<file path="config.mk">
export PLATFORM = sky130hd
export DESIGN_NAME = swp_mem_seq
export DESIGN_NICKNAME = d
export VERILOG_FILES = /design/src/rtl/armv4_pkg.sv /design/src/rtl/swp_lane_fmt.sv /design/src/rtl/swp_mem_seq.sv
export SDC_FILE = /design/constraint.sdc
export NUM_CORES = 1
export LEC_CHECK = 0
export ABC_AREA = 1
export BUFFER_PORTS_ARGS = -buffer_cell sky130_fd_sc_hd__buf_2
export CAP_MARGIN = 20
export CORE_ASPECT_RATIO = 1.1
export CORE_MARGIN = 2
export CORE_UTILIZATION = 30
export CTS_BUF_LIST = sky130_fd_sc_hd__clkbuf_16
export DETAILED_ROUTE_END_ITERATION = 8
export HOLD_SLACK_MARGIN = 0.12
export SLEW_MARGIN = 0
export SYNTH_ARGS = -nofsm -noshare
export SYNTH_HDL_FRONTEND = slang
export SYNTH_SLANG_ARGS = --single-unit
</file>
<file path="constraint.sdc">
create_clock -name clk -period 4.4 [get_ports clk]
set_clock_uncertainty 0.2 [all_clocks]
set_input_delay 0.88 -clock clk [delete_from_list [all_inputs] [get_ports clk]]
set_output_delay 0.88 -clock clk [all_outputs]
set_load 0.005 [all_outputs]
</file>
<file path="src/rtl/armv4_pkg.sv">
// ---------------------------------------------------------------------------
// armv4_pkg
//   Shared types and helpers for the ARMv4 SWP/SWPB data-bus sequencer.
//   - swp_state_t : sequencer state encoding
//   - BE_WORD     : full-word byte enable
//   - rot_rd()    : ARMv4 unaligned-load rotate (right by 8*ofs)
//   - byte_be()   : single-lane byte enable for SWPB
// ---------------------------------------------------------------------------
package armv4_pkg;

  typedef enum logic [1:0] {
    SWP_IDLE = 2'd0,
    SWP_RD   = 2'd1,
    SWP_WR   = 2'd2
  } swp_state_t;

  localparam logic [3:0] BE_WORD = 4'hF;

  function automatic logic [31:0] rot_rd(input logic [31:0] data,
                                         input logic [1:0]  ofs);
    logic [31:0] r;
    case (ofs)
      2'd0:    r = data;
      2'd1:    r = {data[7:0],  data[31:8]};
      2'd2:    r = {data[15:0], data[31:16]};
      default: r = {data[23:0], data[31:24]};
    endcase
    return r;
  endfunction

  function automatic logic [3:0] byte_be(input logic [1:0] ofs);
    return 4'b0001 << ofs;
  endfunction

endpackage

</file>
<file path="src/rtl/swp_lane_fmt.sv">
// ---------------------------------------------------------------------------
// swp_lane_fmt
//   Combinational lane formatting for SWP/SWPB.
//   Read side : word -> rotate right by 8*ofs; byte -> selected lane, zero-ext.
//   Write side: word -> Rm as-is with all lanes enabled;
//               byte -> Rm[7:0] replicated, single-lane enable.
// Ports
//   bus_rdata_i  raw read data from the bus
//   ofs_i        byte offset (address bits [1:0])
//   byte_i       1 = SWPB
//   rm_i         store data (Rm)
//   rd_fmt_o     formatted read value for writeback
//   wr_data_o    write-beat data
//   wr_be_o      write-beat byte enables
// ---------------------------------------------------------------------------
module swp_lane_fmt
  import armv4_pkg::*;
(
  input  logic [31:0] bus_rdata_i,
  input  logic [1:0]  ofs_i,
  input  logic        byte_i,
  input  logic [31:0] rm_i,
  output logic [31:0] rd_fmt_o,
  output logic [31:0] wr_data_o,
  output logic [3:0]  wr_be_o
);

  logic [31:0] rot;

  // Rotating brings the addressed byte lane down to [7:0], so the byte
  // case reuses the same rotator instead of a separate lane mux.
  assign rot       = rot_rd(bus_rdata_i, ofs_i);
  assign rd_fmt_o  = byte_i ? {24'h0, rot[7:0]} : rot;
  assign wr_data_o = byte_i ? {4{rm_i[7:0]}} : rm_i;
  assign wr_be_o   = byte_i ? byte_be(ofs_i) : BE_WORD;

endmodule

</file>
<file path="src/rtl/swp_mem_seq.sv">
// ---------------------------------------------------------------------------
// swp_mem_seq
//   Data-bus sequencer for ARMv4 SWP/SWPB: an atomic read beat followed by
//   a write beat, returning the old memory value for writeback.
//   Optional feature macro: SWP_BUS_LOCK_EN (drives o_bus_lock across the
//   read/write pair; when undefined o_bus_lock is tied low).
// Ports
//   clk, rst_n            clock, async active-low reset
//   en                    gates acceptance of new requests
//   i_req/i_addr/i_wdata/i_byte   swap request from execute
//   o_busy                sequencer not idle
//   o_done/o_err/o_rdata  completion pulse, error flag, formatted old value
//   o_bus_*               data-bus request (valid/we/addr/wdata/be/lock)
//   i_bus_ready/i_bus_rdata/i_bus_err   data-bus response
// ---------------------------------------------------------------------------
module swp_mem_seq
  import armv4_pkg::*;
#(
  parameter int AW = 32
) (
  input  logic          clk,
  input  logic          rst_n,
  input  logic          en,
  input  logic          i_req,
  input  logic [AW-1:0] i_addr,
  input  logic [31:0]   i_wdata,
  input  logic          i_byte,
  output logic          o_busy,
  output logic          o_done,
  output logic          o_err,
  output logic [31:0]   o_rdata,
  output logic          o_bus_valid,
  output logic          o_bus_we,
  output logic [AW-1:0] o_bus_addr,
  output logic [31:0]   o_bus_wdata,
  output logic [3:0]    o_bus_be,
  input  logic          i_bus_ready,
  input  logic [31:0]   i_bus_rdata,
  input  logic          i_bus_err,
  output logic          o_bus_lock
);

  swp_state_t  state_q;
  logic [1:0]  ofs_q;
  logic        byte_q;
  logic [31:0] rm_q;
  logic        busy_q, done_q, err_q;
  logic [31:0] rdata_q;
  logic        bv_q, bwe_q;
  logic [AW-1:0] baddr_q;
  logic [31:0] bwdata_q;
  logic [3:0]  bbe_q;

  logic        accept, beat_done;
  logic [31:0] rd_fmt, wr_data;
  logic [3:0]  wr_be;

  assign accept    = (state_q == SWP_IDLE) && en && i_req;
  assign beat_done = bv_q && i_bus_ready;

  swp_lane_fmt u_fmt (
    .bus_rdata_i (i_bus_rdata),
    .ofs_i       (ofs_q),
    .byte_i      (byte_q),
    .rm_i        (rm_q),
    .rd_fmt_o    (rd_fmt),
    .wr_data_o   (wr_data),
    .wr_be_o     (wr_be)
  );

  always_ff @(posedge clk or negedge rst_n) begin
    if (!rst_n) begin
      state_q  <= SWP_IDLE;
      ofs_q    <= 2'b00;
      byte_q   <= 1'b0;
      rm_q     <= 32'h0;
      busy_q   <= 1'b0;
      done_q   <= 1'b0;
      err_q    <= 1'b0;
      rdata_q  <= 32'h0;
      bv_q     <= 1'b0;
      bwe_q    <= 1'b0;
      baddr_q  <= '0;
      bwdata_q <= 32'h0;
      bbe_q    <= 4'h0;
    end else begin
      done_q <= 1'b0;
      err_q  <= 1'b0;
      case (state_q)
        SWP_IDLE: begin
          if (accept) begin
            state_q <= SWP_RD;
            ofs_q   <= i_addr[1:0];
            byte_q  <= i_byte;
            rm_q    <= i_wdata;
            busy_q  <= 1'b1;
            bv_q    <= 1'b1;
            bwe_q   <= 1'b0;
            baddr_q <= {i_addr[AW-1:2], 2'b00};
            bbe_q   <= BE_WORD;
          end
        end
        SWP_RD: begin
          if (beat_done) begin
            if (i_bus_err) begin
              // Abort the swap: memory was never written, report the error.
              state_q <= SWP_IDLE;
              busy_q  <= 1'b0;
              bv_q    <= 1'b0;
              done_q  <= 1'b1;
              err_q   <= 1'b1;
            end else begin
              // Valid stays high: the write beat follows with no idle gap.
              state_q  <= SWP_WR;
              rdata_q  <= rd_fmt;
              bwe_q    <= 1'b1;
              bwdata_q <= wr_data;
              bbe_q    <= wr_be;
            end
          end
        end
        SWP_WR: begin
          if (beat_done) begin
            state_q <= SWP_IDLE;
            busy_q  <= 1'b0;
            bv_q    <= 1'b0;
            bwe_q   <= 1'b0;
            done_q  <= 1'b1;
            err_q   <= i_bus_err;
          end
        end
        default: state_q <= SWP_IDLE;
      endcase
    end
  end

  assign o_busy      = busy_q;
  assign o_done      = done_q;
  assign o_err       = err_q;
  assign o_rdata     = rdata_q;
  assign o_bus_valid = bv_q;
  assign o_bus_we    = bwe_q;
  assign o_bus_addr  = baddr_q;
  assign o_bus_wdata = bwdata_q;
  assign o_bus_be    = bbe_q;

`ifdef SWP_BUS_LOCK_EN
  logic lock_q;

  // Lock tracks the whole read/write pair: raised with the read beat's
  // valid, dropped after the final (write or erroring read) beat completes.
  always_ff @(posedge clk or negedge rst_n) begin
    if (!rst_n)
      lock_q <= 1'b0;
    else if (accept)
      lock_q <= 1'b1;
    else if (beat_done && (state_q == SWP_WR || i_bus_err))
      lock_q <= 1'b0;
  end

  assign o_bus_lock = lock_q;
`else
  assign o_bus_lock = 1'b0;
`endif

endmodule

</file>
==> reports/metrics.yaml <==
yosys:
  syn_area_per_cell_um2: 7.80
  synth_top_family_by_area: "simple AND/OR/NAND/NOR gates"
  yosys-top-cells-area: "dfrtp_1 (52%), nand2_1 (17%), o21ai_0 (6.5%), nand3_1 (4.4%), inv_1 (4.0%)"
  yosys.area_share.xor_xnor_pct: 0
  synthAdderAreaFrac_pct: 0.939
  synth.distinct_cells: 25
  syn_inst: 854
  muxShareOfSynthArea_pct: 0
  synthSimpleGateAreaFrac_pct: 27.6
  ys_warn_count: 0
  synth_area_um2: 6660
  yosysSeqAreaShare_pct: 52.2
  ys_ff_latch: 139
  yosys.area.top_type: "dfrtp_1"
  synth_compound_area_share_pct: 10.6
  yosys.area.top_type_share_pct: 52.2
cells_and_area:
  nNetsFinal: 1146
  final_common_cell: "nand2_1"
  area_growth_pct: 26.7
  layout-drive-gt1-share_pct: 25.1
  postLayoutCellArea_um2: 8430
  layout_common_cells: "nand2_1 (296), buf_2 (204), dfrtp_1 (139)"
  final_cells: 1348
pwr:
  total_power_mw: 5.72
  power_density_nw_per_um2: 678
  p_leak_nw: 4.66
  vdd_drop_max_v: 0.000250
placement:
  post-dp-hpwl_mm: 13.2
  dpl.cell_count: 1314
  io_buffers: 205
  dpl_cell_area_um2: 7870
  place_congestion: 0.793
worst_setup_path:
  reg2reg_depth: 7
  cp.required_ns: 4.50
  r2r_start: "state_q[0]"
  crit_path_start: "state_q[0]"
  critPathKind: "reg -> reg"
  path_max_fanout: 70
  arrival_ns: 2.73
  startpoint_type: "register"
  end_kind: "register"
clock_network:
  cts.htree.levels: 4
  numClockSinks: 139
  clk_pin_slew_ns: 0.06
  cts_made_buffers: 17
  cts_tree: "yes"
  clk_latency_ns: 0.42
  clock_path_buffers: 2
  post-cts-setup-buffers: 0
  root_buffer: "clkbuf_16"
  cts-resized-gates: 0
  ctsHoldBuffers: 0
run:
  maxCapViolations: 0
global_route:
  antenna_found_initial: 2
  grt_overflow: 0
  grt_pass1_wl_mm: 30.5
  grt_max_degree: 91
  grt_pass1_vias: 5760
  track_usage_pct: 16.4
drt:
  first_pass_iters: 5
  wl_per_cell_um: 14.2
  drtIter0Drc: 320
  via_per_inst: 4.54
  drc: 0
  vias: 6123
  ant_nets: 0
  wl_mm: 19.1
floorplanning:
  initial_utilization_pct: 30.3
  ioPinCount: 209
  die_h_um: 160
  core-area_um2: 22000
  die-area_um2: 23400
  fp-row-count: 57
  die_w_um: 146
sta:
  fmax_mhz: 381
  final_max_slew_viol_count: 0
  fin_setup_tns_ns: 0
  max_slew_margin_pct: 40.9
  holdWs_ns: 0.271
  fin_crit_ns: 2.62
  setup_viol: 0
  worst_slew_pin_slew_ns: 0.884
  fin_crit_sh_pct: 59.6
  finalHoldViolations: 0
  rsz0062_at_grt: "no"
outcome:
  status: "completed"
hold_path:
  holdPathStages: 2
  hold_path_startpoint: "o_rdata[11]"
  hold_path_class: "reg -> reg"
[layer usage]
metal  up-vias  GRT usage [%]  wire [um]
li1       3051              -          -
met2       234           26.7       8800
met5         -              0         15
met3        20           6.14       1750
met4         2           4.06        208
met1      2816           20.7       8300
[critical path, cell delays in order (launching register included)]
cell,delay (ns)
dfrtp_1,0.43
inv_1,0.10
ha_1,0.27
nand3_4,0.56
nand2_1,0.56
nand3_1,0.23
nand2_1,0.10
nand2_1,0.05
[per-stage QoR]
stage	util (%)	setup WS (ns)
floorplan	-	2.56
global placement	35.8	1.60
detailed placement	35.8	1.55
CTS	38.4	1.68
global route	38.4	1.44
finish	38.4	1.78
[power by group]
part / switching (mW) / internal (mW) / total [mW] / leakage [nW]
clock: 0.604 / 0.789 / 1.39 / 0.279
combinational: 1.27 / 0.845 / 2.11 / 2.64
sequential: 0.364 / 1.85 / 2.22 / 1.74
total: 2.23 / 3.49 / 5.72 / 4.66
[synth_stat cells]
| cell | n |
|---|---|
| nand2_1 | 296 |
| dfrtp_1 | 139 |
| o21ai_0 | 86 |
| inv_1 | 71 |
| nor2_1 | 70 |
| nand3_1 | 59 |
| buf_2 | 24 |
| o21ai_1 | 18 |
| a21oi_1 | 16 |
| a21boi_0 | 14 |
| buf_4 | 11 |
| nor2_2 | 11 |
| clkbuf_1 | 10 |
| nand4_1 | 6 |
| ha_1 | 5 |
| buf_6 | 4 |
| inv_2 | 4 |
| nor3_1 | 2 |
| or2_0 | 2 |
| clkbuf_2 | 1 |
| conb_1 | 1 |
| nand2_2 | 1 |
| nand2_4 | 1 |
| nand3_2 | 1 |
| nor2_4 | 1 |
[flip-flops by register name, summed over array words and instances, names as in the netlist]
name and cells:
byte_q 1, o_bus_addr 30, o_bus_be 4, o_bus_valid 1, o_bus_wdata 32, o_bus_we 1
o_done 1, o_err 1, o_rdata 32, ofs_q 2, rm_q 32, state_q 2
[worst paths after layout]
check / end / slack (ns)
setup / recovery: o_bus_be[3] / 1.78
hold / removal: o_rdata[11] / 0.27
setup reg to reg: o_bus_be[3] / 1.78
hold reg to reg: o_rdata[11] / 0.27
max in group asynchronous: rm_q[23] / 2.94
min in group asynchronous: o_rdata[29] / 0.30
[final cells by class]
| cell class | instances | area (um^2) |
|---|---|---|
| well taps | 295 | 369 |
| repair buffers | 213 | 1100 |
| diodes | 2 | 5.00 |
| fillers | 2340 | 13500 |
| clock buffers | 17 | 425 |
| flip-flops and latches | 139 | 3480 |
| clock inverters | 15 | 136 |
| inverters | 75 | 282 |
| multi-input cells | 592 | 2630 |
[kinds of logic (layout without fill, tap and decap cells)]
family          after synthesis  count (layout)
other cells                   1               5
buf+inv                     125             320
flops                       139             139
simple gates                450             450
compound gates              134             134
fa+ha+maj                     5               5
Power figures use the tool's default switching activity.
